`src/rtl/dpu_cmd_arbiter.sv`:
```
// dpu_cmd_arbiter: round-robin arbiter that lets NUM_REQ requesters share one
// command port into the core. A requester may hold the grant across several
// commands with its lock bit. Read commands wait for a single response byte,
// which is bounded by a timeout.

module dpu_cmd_arbiter #(
    parameter int          NUM_REQ   = 3,
    parameter int          ADDR_BITS = 24,
    parameter logic [2:0]  RD_TYPE   = 3'd4,
    parameter int          TIMEOUT   = 1024
) (
    input  logic                         clk,
    input  logic                         rst,
    input  logic [NUM_REQ-1:0]           s_cmd_valid,
    output logic [NUM_REQ-1:0]           s_cmd_ready,
    input  logic [3*NUM_REQ-1:0]         s_cmd_type,
    input  logic [ADDR_BITS*NUM_REQ-1:0] s_cmd_addr,
    input  logic [8*NUM_REQ-1:0]         s_cmd_data,
    input  logic [NUM_REQ-1:0]           s_cmd_lock,
    output logic [NUM_REQ-1:0]           s_rsp_valid,
    output logic [7:0]                   s_rsp_data,
    output logic                         m_cmd_valid,
    input  logic                         m_cmd_ready,
    output logic [2:0]                   m_cmd_type,
    output logic [ADDR_BITS-1:0]         m_cmd_addr,
    output logic [7:0]                   m_cmd_data,
    input  logic                         m_rsp_valid,
    input  logic [7:0]                   m_rsp_data,
    output logic [NUM_REQ-1:0]           grant,
    output logic                         busy,
    output logic                         timeout_err
);

    localparam int IDXW = (NUM_REQ > 1) ? $clog2(NUM_REQ) : 1;
    localparam int CNTW = $clog2(TIMEOUT) + 1;
    localparam logic [CNTW-1:0] CNT_LIMIT = CNTW'(TIMEOUT - 1);
    localparam logic [CNTW-1:0] CNT_MAX   = {CNTW{1'b1}};
    localparam logic [IDXW-1:0] LAST_IDX  = IDXW'(NUM_REQ - 1);

    typedef enum logic [1:0] {
        IDLE,
        GRANT,
        WAIT_RSP
    } state_t;

    state_t              r_state;
    logic [NUM_REQ-1:0]  r_grant;
    logic [IDXW-1:0]     r_grantIdx;
    logic [IDXW-1:0]     r_lastGrant;
    logic [CNTW-1:0]     r_count;
    logic [NUM_REQ-1:0]  r_rspValid;
    logic [7:0]          r_rspData;
    logic                r_timeoutErr;

    logic [IDXW-1:0]     w_winIdx;
    logic [IDXW-1:0]     w_candIdx;
    logic                w_found;
    logic                w_selValid;
    logic                w_selLock;
    logic [2:0]          w_selType;
    logic                w_handshake;

    // Round-robin search: first valid requester after the last owner, wrapping.
    always_comb begin
        w_winIdx  = '0;
        w_candIdx = '0;
        w_found   = 1'b0;
        for (int k = 1; k <= NUM_REQ; k++) begin
            if (!w_found) begin
                w_candIdx = IDXW'((int'(r_lastGrant) + k) % NUM_REQ);
                if (s_cmd_valid[w_candIdx]) begin
                    w_winIdx = w_candIdx;
                    w_found  = 1'b1;
                end
            end
        end
    end

    assign w_selValid  = s_cmd_valid[r_grantIdx];
    assign w_selLock   = s_cmd_lock[r_grantIdx];
    assign w_selType   = s_cmd_type[r_grantIdx*3 +: 3];
    assign w_handshake = (r_state == GRANT) && w_selValid && m_cmd_ready;

    assign m_cmd_valid = (r_state == GRANT) && w_selValid;
    assign s_cmd_ready = ((r_state == GRANT) && m_cmd_ready) ? r_grant : '0;
    assign m_cmd_type  = w_selType;
    assign m_cmd_addr  = s_cmd_addr[r_grantIdx*ADDR_BITS +: ADDR_BITS];
    assign m_cmd_data  = s_cmd_data[r_grantIdx*8 +: 8];
    assign grant       = r_grant;
    assign busy        = (r_state != IDLE);
    assign timeout_err = r_timeoutErr;
    assign s_rsp_valid = r_rspValid;
    assign s_rsp_data  = r_rspData;

    // Arbitration FSM; grant only moves in IDLE so lock bursts cannot be pre-empted.
    always_ff @(posedge clk) begin
        if (rst) begin
            r_state      <= IDLE;
            r_grant      <= '0;
            r_grantIdx   <= '0;
            r_lastGrant  <= LAST_IDX;
            r_count      <= '0;
            r_rspValid   <= '0;
            r_rspData    <= '0;
            r_timeoutErr <= 1'b0;
        end else begin
            r_rspValid <= '0;
            case (r_state)
                IDLE: begin
                    if (w_found) begin
                        r_grant    <= NUM_REQ'(1) << w_winIdx;
                        r_grantIdx <= w_winIdx;
                        r_state    <= GRANT;
                    end
                end
                GRANT: begin
                    if (w_handshake) begin
                        if (w_selType == RD_TYPE) begin
                            r_state <= WAIT_RSP;
                            r_count <= '0;
                        end else if (!w_selLock) begin
                            r_state     <= IDLE;
                            r_grant     <= '0;
                            r_lastGrant <= r_grantIdx;
                        end
                    end else if (!w_selValid && !w_selLock) begin
                        r_state     <= IDLE;
                        r_grant     <= '0;
                        r_lastGrant <= r_grantIdx;
                    end
                end
                WAIT_RSP: begin
                    if (m_rsp_valid) begin
                        r_rspValid <= r_grant;
                        r_rspData  <= m_rsp_data;
                        if (w_selLock) begin
                            r_state <= GRANT;
                        end else begin
                            r_state     <= IDLE;
                            r_grant     <= '0;
                            r_lastGrant <= r_grantIdx;
                        end
                    end else if (r_count >= CNT_LIMIT) begin
                        r_timeoutErr <= 1'b1;
                        r_rspValid   <= r_grant;
                        r_rspData    <= 8'h00;
                        r_state      <= IDLE;
                        r_grant      <= '0;
                        r_lastGrant  <= r_grantIdx;
                    end else if (r_count != CNT_MAX) begin
                        r_count <= r_count + 1'b1;
                    end
                end
                default: begin
                    r_state <= IDLE;
                    r_grant <= '0;
                end
            endcase
        end
    end

endmodule

```
`config.mk`:
```
export PLATFORM = sky130hd
export DESIGN_NAME = dpu_cmd_arbiter
export DESIGN_NICKNAME = d
export VERILOG_FILES = /design/src/rtl/dpu_cmd_arbiter.sv
export SDC_FILE = /design/constraint.sdc
export NUM_CORES = 1
export LEC_CHECK = 0
export ABC_CLOCK_PERIOD_IN_PS = 1950
export CORE_MARGIN = 3
export CORE_UTILIZATION = 33
export DETAILED_ROUTE_END_ITERATION = 7
export HOLD_SLACK_MARGIN = 0.02
export PLACE_DENSITY = 0.79
export SYNTH_ARGS = -nofsm -noshare
export SYNTH_HDL_FRONTEND = slang
export SYNTH_SLANG_ARGS = --single-unit
```
`constraint.sdc`:
```
create_clock -name clk -period 1.95 [get_ports clk]
set_input_delay 0.39 -clock clk [delete_from_list [all_inputs] [get_ports clk]]
set_output_delay 0.39 -clock clk [all_outputs]
set_load 0.03 [all_outputs]
```
# After elaboration in Yosys (flattened, before gate mapping)
# Cells that the tools add are included.
# classes
eq_ne,14
mux,55
div_mod_pow,3
n_shift,4
n_addsub,4
bitwise_logic,2
mul,2
n_reduce_logical,18
n_lt_le_gt_ge,5
# ops
operator,count
"32-bit by 3-bit remainder unit with 32-bit output, second input constant",3
72-bit by 8-bit variable part select with 24-bit output,1
11-bit two-way mux,5
2-bit two-way mux,18
3-bit two-way mux,10
24-bit by 6-bit variable part select with 8-bit output,1
11-bit case mux with 2 select lines,1
8-bit two-way mux,2
"2-bit by 3-bit less-than comparator with 1-bit output, second input constant",4
4-bit AND reduction,3
"11-bit by 1-bit adder with 11-bit output, second input constant",1
"11-bit by 10-bit greater-or-equal comparator with 1-bit output, second input constant",1
1-bit two-way mux,11
"11-bit inequality test, second input constant",1
1-bit binary-select mux with 2-bit select,5
"2-bit inequality test, second input constant",5
3-bit case mux with 3 select lines,1
9-bit by 5-bit variable part select with 3-bit output,1
"2-bit by 2-bit multiplier with 4-bit output, second input constant",2
"2-bit by 2-bit adder with 3-bit output, second input constant",2
"3-bit inequality test, second input constant",2
2-bit case mux with 3 select lines,1
6-bit AND reduction,1
2-bit nonzero test,3
16 further kinds,22
# word_totals
ram_bits,0
latch_bits,0
in_bits,123
regBits,32
romBits,0
output_inout_bits,55
memories,0
word_cells,115

# Logic depth before layout (Yosys ltp)
# depth
ltp_word,12
ltp_mapped,9
depth_no_buf,8

# Worst setup path after synthesis
# OpenSTA, ideal clock, no wires.
# synth_timing
path_type,register -> output
from,reg r_grantIdx[1]
to,out m_cmd_addr[0]
path_stages_with_launch,6
slack_ps,-350
t_required_ps,1560
n_path_buf,3
arrival_time_ps,1910
cell_sequence,dfxtp_1 -> buf_4 -> buf_4 -> buf_1 -> mux2i_1 -> o21ai_0
# synth_via
elab_chain_cells,2
# synth_rtl
element,line_no,source
start: declaration,48,logic [IDXW-1:0] r_grantIdx;
start signal: assignment,112,r_grantIdx <= w_winIdx;
2-bit by 2-bit multiplier with 4-bit output,87,assign m_cmd_addr = s_cmd_addr[r_grantIdx*ADDR_BITS +: ADDR_BITS];
72-bit by 8-bit variable part select with 24-bit output,87,
end: declaration,25,"output logic [ADDR_BITS-1:0] m_cmd_addr,"
# Every way passes these cells.

# Final worst setup path
# layout_timing
from,reg r_grantIdx[1]
to,"reg r_grant[2], in the netlist grant[2]"
# layout_via
elab_chain_cells,6
elab_cells_between_ends,20
cone_classes,1 x mul; 3 x eq/ne; 1 x shift; 9 x mux; 6 x reduce/logical
# layout_rtl
element,line_no,source
"parallel branches: the longest is 6 deep, another holds 2-bit by 2-bit multiplier with 4-bit output",n/a,
end signal: assignment,111,r_grant <= NUM_REQ'(1) << w_winIdx;
end: declaration,47,logic [NUM_REQ-1:0] r_grant;
# Parallel ways; which one is timed is not known. The select of a mux whose other input is x is not followed.
# A chain may end at the register's enable or synchronous reset.

==> results <==
-- layer usage --
layer	vias to the layer above	share of wire, %	track usage, %
li1	1713	-	-
met1	1718	35	26.6
met2	160	55	50.0
met3	31	7.0	7.41
met4	0	3.1	10.8
met5	-	0	0
-- worst max path at each step --
stage               slack (ps)            from  cells after the start         end
floorplan                 -120   r_grantIdx[0]                      8  r_count[2]
CTS                       -120   r_grantIdx[1]                      9  r_count[6]
detailed placement        -420  s_cmd_valid[2]                      7  r_count[2]
global placement          -410   s_cmd_type[6]                      7  r_count[2]
global route              -180   r_grantIdx[1]                      8    grant[2]
finish                    -100   r_grantIdx[1]                      8    grant[2]
-- cells by family after synthesis --
family                     Yosys count  share of synthesized area, %
buffers and inverters               35                          5.97
and+or+nand+nor                    112                          22.7
muxes                               44                          17.0
AOI/OAI and AO/OA                  100                          25.8
DFF                                 32                          24.6
adders and majority gates            8                          3.85
-- Yosys cell counts, types with 5 or more instances --
cell type | count | area share (%)
and3_1 | 9 | 2.2
o21ai_0 | 41 | 7.9
o31ai_1 | 5 | 1.4
a21oi_1 | 14 | 2.7
dfxtp_1 | 32 | 25
nand3b_1 | 5 | 1.4
nand3_1 | 9 | 1.7
a22oi_1 | 8 | 2.3
clkbuf_1 | 14 | 2.0
nor2_1 | 14 | 2.0
mux2i_1 | 42 | 16
inv_1 | 13 | 1.9
ha_1 | 8 | 3.9
nand2_1 | 44 | 6.4
-- final cells by class --
class                      instances  share of cell area (%)
clock buffer                       5                    1.17
sequential                        32                    11.1
timing repair buffer             257                    45.0
multi-input combinational        265                    39.1
inverter                          13                   0.831
clock inverter                     3                   0.724
tap                               99                    2.11
-- layout by cell type (no fill, tap or decap), types with 3 or more instances in the layout --
cell type,netlist,layout
ha_1,8,4
or3_1,4,4
o21ai_0,41,3
nand3_1,9,9
mux2i_1,42,29
dfxtp_1,32,27
dfxtp_2,0,4
o21a_1,4,4
o21ai_2,0,29
or4_4,0,3
nand3b_1,5,5
o21ai_1,1,8
and2_1,3,3
buf_4,2,76
clkdlybuf4s50_1,0,134
a22oi_1,8,8
a21oi_2,0,4
buf_12,0,14
a21oi_1,14,9
a32o_1,4,3
nand2b_1,4,4
mux2i_4,0,7
inv_1,13,12
nand2_2,0,10
clkbuf_16,0,5
o31ai_1,5,3
o2bb2ai_4,0,3
ha_2,0,3
mux2i_2,0,6
buf_6,2,22
nor2_1,14,14
nand2_1,44,32
and3_1,9,7
clkbuf_8,0,5
nand4_1,4,4
-- registers in the layout (all words and copies together), names as in the netlist --
signal,count
r_grantIdx,2
r_lastGrant,2
r_count,11
s_rsp_valid,3
r_state,2
timeout_err,1
grant,3
s_rsp_data,8
-- stage by stage --
stage,utilization [%],total power [mW],instance area (um2)
after CTS,72.8,5.95,5430
after global placement,67.0,4.76,4990
after detailed placement,67.0,4.83,4990
after floorplan,-,3.06,2770
after global routing,78.9,6.84,5870
final,78.9,6.54,5870
-- report_power, final --
group          switching [mW]  leakage [nW]  internal (mW)
logic                    2.55          2.00           2.55
clock network           0.271        0.0541          0.378
registers              0.0724         0.261          0.720
total                    2.90          2.32           3.65
-- timing repair --
| item | in CTS | in global routing |
|---|---|---|
| setup endpoints to repair | 51 | 53 |
| buffers inserted | 11 | 8 |
| endpoints found under the hold margin | 0 | 0 |
| pin swaps | 15 | 23 |
| gates resized for setup | 55 | 68 |
| gates cloned | 2 | 6 |
-- worst reg2reg max path, delay by kind of cell, from the launching register on --
kind / cells / cell delay (ps)
AOI/OAI and AO/OA: 3 / 770
DFF: 1 / 390
buffers and inverters: 2 / 320
muxes: 1 / 310
and+or+nand+nor: 2 / 170
==> flow_summary.json <==
{
  "drc": 0,
  "area_growth_pct": 126,
  "worstHoldEndpoint": "timeout_err",
  "critPathMaxFanout": 4,
  "ys_types": 53,
  "firstDrtPassIters": 4,
  "r2r-end": "grant[2]",
  "die_y_um": 94.8,
  "nNetsFinal": 705,
  "hold_slack_ps": 452,
  "grt_pass1_wl_mm": 18.5,
  "max_stage_delay_ps": 390,
  "slowest_stage": "dfxtp_4",
  "min_period_over_period_pct": 105,
  "async_flop_share_pct": 0,
  "vias": 3622,
  "multi_input_area_um2": 2300,
  "worstPathArrival_ps": 2240,
  "core_um2": 7450,
  "clock.fmax_mhz": 487,
  "finalNonFillerCells": 674,
  "yosys_most_used_dff": "dfxtp_1",
  "finalMaxSlewViolations": 0,
  "cap_violations": 0,
  "rsz0062_at_grt": "yes",
  "leakagePower_nw": 2.32,
  "ys_warn_count": 0,
  "dieArea_um2": 8980,
  "wirelength_mm": 13.0,
  "fin_tns_setup_ps": -1460,
  "vdd_drop_max_mv": 0.833,
  "drtAntennaViolNets": 0,
  "setup_violations": 38,
  "fillers": 490,
  "report.final.hold_viol_count": 0,
  "dp_hpwl_mm": 9.26,
  "worst_hold_path.num_cells": 2,
  "worstSetupPathType": "flip-flop to flip-flop",
  "placedCellCount": 641,
  "grtUsageTotal_pct": 26.3,
  "r2r-start": "r_grantIdx[1]",
  "rows": 31,
  "worstPathRequired_ps": 2130,
  "end_kind": "flip-flop",
  "dp_slack_ps": -415,
  "clk_pin_slew_ps": 70,
  "synth_area_um2": 2600,
  "port_buffers": 177,
  "setup_slack_ps": -104,
  "worst_path_dominant_cell_family": "compound AO/OA/AOI/OAI gates",
  "path_buf_inv": 2,
  "first_iter_violations": 187,
  "fin_skew_ps": 4.48,
  "cts_made_buffers": 5,
  "cts_tree": "done",
  "htreeDepth": 2,
  "drive_above_1_share_pct": 39.7,
  "ys_seq_area_share_pct": 24.6,
  "die_x_um": 94.8,
  "worstMarginPinSlew_ps": 322,
  "period_needed_ps": 2050,
  "routabilityCongestion": 0.870,
  "via_per_inst": 5.37,
  "hold_start": "timeout_err",
  "synth_seq_cells": 32,
  "cp_common_cell": "buf_4",
  "ioPinCount": 178,
  "globalRouteOverflowTotal": 0,
  "hold_buffers": 0,
  "cp_cell_sequence": "buf_4 -> mux2i_2 -> nand2b_1 -> a221oi_2 -> buf_4 -> a211o_1 -> nor4_4 -> a32o_2",
  "clock_sinks": 32,
  "register_area_um2": 649,
  "cp-start-kind": "flip-flop",
  "relSlewSlack_pct": 77.9,
  "worst_r2r_path_depth": 8,
  "cts-root-buf": "clkbuf_8",
  "synth_nets": 462,
  "synth_edf_count": 0,
  "rrSetupSlack_ps": -100,
  "syn_area_per_cell_um2": 7.85,
  "initial_core_util_pct": 34.9,
  "power_density_nw_per_um2": 1110,
  "clkLatencyLatePin_ps": 290,
  "wl_per_cell_um": 19.3,
  "synthesis.instances": 331,
  "status": "finished with violations",
  "antenna_cells": 0,
  "grt_start_max_net_pins": 27,
  "antenna_found_initial": 0,
  "clockBufferDepth": 2,
  "grt_pass1_vias": 3759,
  "violations": "setup timing",
  "hold_class": "flip-flop to flip-flop"
}
Note: power is estimated with default switching activity, not from simulation.
